**src/rtl/alu_pkg.sv**
```systemverilog
// Shared ALU definitions: datapath widths, ALU opcode constants for the
// shift operations, and the state encoding of the sequential right shifter.
package alu_pkg;

  localparam int unsigned SR_WIDTH   = 32;
  localparam int unsigned SR_SHAMT_W = 5;   // log2(SR_WIDTH), also the stage count

  // ALU opcodes for the shift group; the decoder uses the same values.
  localparam logic [4:0] ALU_OP_SLL = 5'b00100;
  localparam logic [4:0] ALU_OP_SRA = 5'b00101;
  localparam logic [4:0] ALU_OP_SRL = 5'b00110;

  typedef enum logic [1:0] {
    ST_IDLE  = 2'd0,
    ST_SHIFT = 2'd1,
    ST_DONE  = 2'd2
  } sr_state_t;

endpackage

```
**src/rtl/shift_right_seq_sr_stage.sv**
```systemverilog
// sr_stage: combinational single log-stage right shifter.
//   value_i  : value to shift
//   stage_i  : stage index k, shift distance is 2^k (k = 0..4)
//   en_i     : 1 = apply the shift, 0 = pass value through
//   fill_i   : bit shifted into the vacated MSBs
//   value_o  : shifted value
module sr_stage
  import alu_pkg::*;
(
  input  logic [SR_WIDTH-1:0] value_i,
  input  logic [2:0]          stage_i,
  input  logic                en_i,
  input  logic                fill_i,
  output logic [SR_WIDTH-1:0] value_o
);

  always_comb begin
    value_o = value_i;
    if (en_i) begin
      case (stage_i)
        3'd0:    value_o = {{1{fill_i}},  value_i[SR_WIDTH-1:1]};
        3'd1:    value_o = {{2{fill_i}},  value_i[SR_WIDTH-1:2]};
        3'd2:    value_o = {{4{fill_i}},  value_i[SR_WIDTH-1:4]};
        3'd3:    value_o = {{8{fill_i}},  value_i[SR_WIDTH-1:8]};
        3'd4:    value_o = {{16{fill_i}}, value_i[SR_WIDTH-1:16]};
        default: value_o = value_i;
      endcase
    end
  end

endmodule

```
**src/rtl/shift_right_seq.sv**
```systemverilog
// shift_right_seq: multi-cycle 32-bit right shifter (SRL / SRA), one log
// stage (1, 2, 4, 8, 16) per cycle, fixed 5-edge latency.
//   clock, reset    : rising-edge clock, synchronous active-high reset
//   ctrl_start      : request, sampled only in IDLE
//   ctrl_arith      : 1 = arithmetic (sign fill), 0 = logical (zero fill)
//   data_operandA   : value to shift
//   ctrl_shiftamt   : shift amount 0..31
//   data_result     : result, held until the next accepted start
//   data_resultRDY  : one-cycle pulse while in DONE
//   busy            : high from the cycle after acceptance through DONE
module shift_right_seq
  import alu_pkg::*;
#(
  parameter int unsigned WIDTH   = SR_WIDTH,
  parameter int unsigned SHAMT_W = SR_SHAMT_W
) (
  input  logic               clock,
  input  logic               reset,
  input  logic               ctrl_start,
  input  logic               ctrl_arith,
  input  logic [WIDTH-1:0]   data_operandA,
  input  logic [SHAMT_W-1:0] ctrl_shiftamt,
  output logic [WIDTH-1:0]   data_result,
  output logic               data_resultRDY,
  output logic               busy
);

  sr_state_t          state_q,  state_d;
  logic [WIDTH-1:0]   acc_q,    acc_d;
  logic [SHAMT_W-1:0] shamt_q,  shamt_d;
  logic               arith_q,  arith_d;
  logic [2:0]         k_q,      k_d;
  logic [WIDTH-1:0]   result_q, result_d;
  logic               rdy_q,    rdy_d;
  logic               busy_q,   busy_d;

  logic [WIDTH-1:0]   stage_out;
  logic               fill;

  // acc[31] is invariant under an arithmetic shift, so it always carries the
  // sign of the captured operand.
  assign fill = arith_q & acc_q[WIDTH-1];

  // shamt_q is shifted down each stage so bit 0 is always the enable for
  // the current stage k.
  sr_stage u_stage (
    .value_i (acc_q),
    .stage_i (k_q),
    .en_i    (shamt_q[0]),
    .fill_i  (fill),
    .value_o (stage_out)
  );

  always_comb begin
    state_d  = state_q;
    acc_d    = acc_q;
    shamt_d  = shamt_q;
    arith_d  = arith_q;
    k_d      = k_q;
    result_d = result_q;
    rdy_d    = 1'b0;
    busy_d   = busy_q;
    case (state_q)
      ST_IDLE: begin
        if (ctrl_start) begin
          acc_d   = data_operandA;
          shamt_d = ctrl_shiftamt;
          arith_d = ctrl_arith;
          k_d     = '0;
          busy_d  = 1'b1;
          state_d = ST_SHIFT;
        end
      end
      ST_SHIFT: begin
        acc_d   = stage_out;
        shamt_d = shamt_q >> 1;
        if (k_q == 3'd4) begin
          result_d = stage_out;
          rdy_d    = 1'b1;
          k_d      = '0;
          state_d  = ST_DONE;
        end else begin
          k_d = k_q + 3'd1;
        end
      end
      ST_DONE: begin
        busy_d  = 1'b0;
        state_d = ST_IDLE;
      end
      default: begin
        busy_d  = 1'b0;
        state_d = ST_IDLE;
      end
    endcase
  end

  always_ff @(posedge clock) begin
    if (reset) begin
      state_q  <= ST_IDLE;
      acc_q    <= '0;
      shamt_q  <= '0;
      arith_q  <= 1'b0;
      k_q      <= '0;
      result_q <= '0;
      rdy_q    <= 1'b0;
      busy_q   <= 1'b0;
    end else begin
      state_q  <= state_d;
      acc_q    <= acc_d;
      shamt_q  <= shamt_d;
      arith_q  <= arith_d;
      k_q      <= k_d;
      result_q <= result_d;
      rdy_q    <= rdy_d;
      busy_q   <= busy_d;
    end
  end

  assign data_result    = result_q;
  assign data_resultRDY = rdy_q;
  assign busy           = busy_q;

endmodule
```
**config.mk**
```make
export PLATFORM = sky130hd
export DESIGN_NAME = shift_right_seq
export DESIGN_NICKNAME = d
export VERILOG_FILES = /design/src/rtl/alu_pkg.sv /design/src/rtl/shift_right_seq_sr_stage.sv /design/src/rtl/shift_right_seq.sv
export SDC_FILE = /design/constraint.sdc
export NUM_CORES = 1
export LEC_CHECK = 0
export BUFFER_PORTS_ARGS = -buffer_cell sky130_fd_sc_hd__buf_2
export CAP_MARGIN = 15
export CORE_MARGIN = 1
export CORE_UTILIZATION = 45
export CTS_CLUSTER_DIAMETER = 30
export DETAILED_ROUTE_END_ITERATION = 16
export MAX_ROUTING_LAYER = met4
export PLACE_DENSITY = 0.66
export REMOVE_ABC_BUFFERS = 1
export SETUP_SLACK_MARGIN = 0.5
export SKIP_CTS_REPAIR_TIMING = 1
export SYNTH_ARGS = -nofsm -noshare
export SYNTH_HDL_FRONTEND = slang
export SYNTH_SLANG_ARGS = --single-unit
```
**constraint.sdc**
```tcl
create_clock -name clock -period 3 [get_ports clock]
set_clock_uncertainty 0.2 [all_clocks]
set_input_delay 0.6 -clock clock [delete_from_list [all_inputs] [get_ports clock]]
set_output_delay 0.6 -clock clock [all_outputs]
set_load 0.01 [all_outputs]
```
==> results.ini <==
[status]
outcome = finished, final reports clean

[grt]
grt_max_degree = 73
grt_usage_pct = 28.8
grt_pass1_wl_um = 25100
antenna_found_initial = 0
gr-total-overflow = 0
grt_pass1_vias = 4781
met3_usage_pct = 3.00
grt_use_met2_pct = 47.2
use_met1_pct = 36.4
grt_busiest_layer = met2

[placed_design]
dp_hpwl_um = 10400
place.gp.congestion = 0.887
placed_area_sq_um = 5270
dp.cells = 769
port_buffers = 74

[clock_tree]
clk_pin_slew_worst_paths_ps = 90
h-tree-depth = 3
cts_buffer_depth = 2
cts_root_buf = clkbuf_8
cts_num_sinks = 77
cts_tree = yes
numCtsBuffers = 9
worstSkewPairLatency_ps = 360

[synthesis]
ys_seq_area_share_pct = 31.7
syn-mean-instance-area_sq_um = 7.98
syn-cell-area_sq_um = 4870
synth.most_common_cell = dfxtp_1
ys_ff_latch = 77
synthArstFlopShare_pct = 0
synth_common_cells = dfxtp_1 (77), o211ai_1 (69), nand2_1 (59)
synth.top_cell.area_share_pct = 31.7
ys_top_cells_by_area = dfxtp_1 (32%), o211ai_1 (11%), a22oi_1 (6.2%)
synth_top_cell_by_area = dfxtp_1
synthFlopType = dfxtp_1
ys_warn_count = 0
synth_cell_types = 51
synth_cells = 610
synth_edf_count = 0

[setup_path]
cpMaxStageDelayCell = a2111oi_2
crit_chain = inv_1 > ha_1 > buf_4 > nor2_1 > o21ai_2 > nor2_1 > a2111oi_2
path_max_fanout = 21
end_kind = flop
reg2reg_depth = 7
startpoint = k_q[1]$_SDFFE_PP0P_
cp-start-kind = flop
required_ps = 3070
critical_path_class = reg2reg
worstPathArrival_ps = 2410
cp_slowest_stage_delay_ps = 360
cpMostUsedCell = nor2_1
reg2reg_from = k_q[1]$_SDFFE_PP0P_

[power]
leakagePower_uw = 0.00199
cellPowerDensity_nw_per_um2 = 455
peakVddDrop_v = 0.000243

[hold_path]
hp-class = reg2reg
hold_depth = 2
hold_start = data_result[8]$_SDFFE_PP0P_

[floorplan]
initial_core_util_pct = 46.7
ios = 75
core-area_sq_um = 10400
die_area_sq_um = 11200
placementRows = 37
dieHeight_um = 106
fp.dieW_um = 106

[detailed_routing]
viasPerCell = 6.41
num_vias = 5034
wl_um = 15300
first_iter_violations = 375
first_pass_iters = 5
wl_per_cell_um = 19.5
drc = 0
postRouteAntennaNets = 0

[cells_and_area]
fin_cells = 785
post-route-util_pct = 52.6
nets = 691
area_growth_pct = 12.6
final_area_sq_um = 5480
layout-drive-gt1-share_pct = 21.7
n_antenna_cell = 0
n_fill_cell = 1036

[timing]
finalMaxSlewViolations = 0
hold_ws_ps = 252
final.min_clock_period_ps = 2340
rsz0062_at_grt = true
max_clock_freq_mhz = 427
hold_viol = 0
setup_viol = 0
min_period_over_period_pct = 78.1
worst_pin_slew_ps = 631
worst_slew_margin_rel_pct = 57.9

[flow_run]
drv_cap = 0

[layer usage]
layer / up-vias / wire, um
met2: 213 / 7530
met5: - / 0
met4: 0 / 381
met3: 34 / 846
li1: 2369 / -
met1: 2418 / 6570
[worst max-delay path, delay by kind of cell, from the launching register on]
family,cells,cell delay (ps)
AOI/OAI and AO/OA,2,710
and+or+nand+nor,2,250
adders and majority gates,1,330
buffers and inverters,2,410
DFF,1,350
[cell usage in the layout (no fill, tap or decap), types with 20 or more instances in the layout]
master    instances
dfxtp_1          76
buf_2            74
o211ai_1         69
nand2_1          59
a21oi_1          54
a22oi_1          40
inv_1            33
nor2_1           31
nand3b_1         24
buf_4            20
[report_power, final]
group | switching (uW) | total (uW) | internal [uW]
registers | 98.1 | 1170 | 1070
logic | 319 | 533 | 214
clock network | 407 | 790 | 383
[flip-flops by register name (all words and copies together), names as in the netlist]
| name | flops |
|---|---|
| data_resultRDY | 1 |
| arith_q | 1 |
| data_result | 32 |
| acc_q | 32 |
| k_q | 3 |
| shamt_q | 5 |
| busy | 1 |
| state_q | 2 |
[cells by family (layout without fill, tap and decap cells)]
family / after synthesis / count (layout) / synth area share [%]
muxes: 22 / 22 / 4.96
buffers and inverters: 107 / 146 / 9.26
DFF: 77 / 77 / 31.7
adders and majority gates: 6 / 6 / 1.54
and+or+nand+nor: 153 / 153 / 15.2
AOI/OAI and AO/OA: 245 / 245 / 37.4
[through the flow]
stage / total power, uW / worst slack, ps / TNS (ps)
after detailed placement: 1720 / 613 / 0
final: 2490 / 658 / 0
after floorplan: 1510 / -729 / -34880
after CTS: 2490 / 608 / 0
after global routing: 2610 / 480 / 0
after global placement: 1700 / 712 / 0
[final cells by class]
cell class,instances,area (sq um),share of cell area [%]
Inverter,33,124,2.26
Multi-Input combinational cell,426,2890,52.7
Sequential cell,77,1540,28.2
Clock buffer,10,128,2.33
Clock inverter,6,63.8,1.16
Timing Repair Buffer,97,563,10.3
Tap cell,136,170,3.11
[worst paths after layout]
| check | to | slack, ps |
|---|---|---|
| worst max-delay path | acc_q[7]$_SDFFE_PP0P_ | 660 |
| worst min-delay path | data_result[8]$_SDFFE_PP0P_ | 250 |
| worst max register to register | acc_q[7]$_SDFFE_PP0P_ | 660 |
| worst min register to register | data_result[8]$_SDFFE_PP0P_ | 250 |
Power figures use the tool's default switching activity.
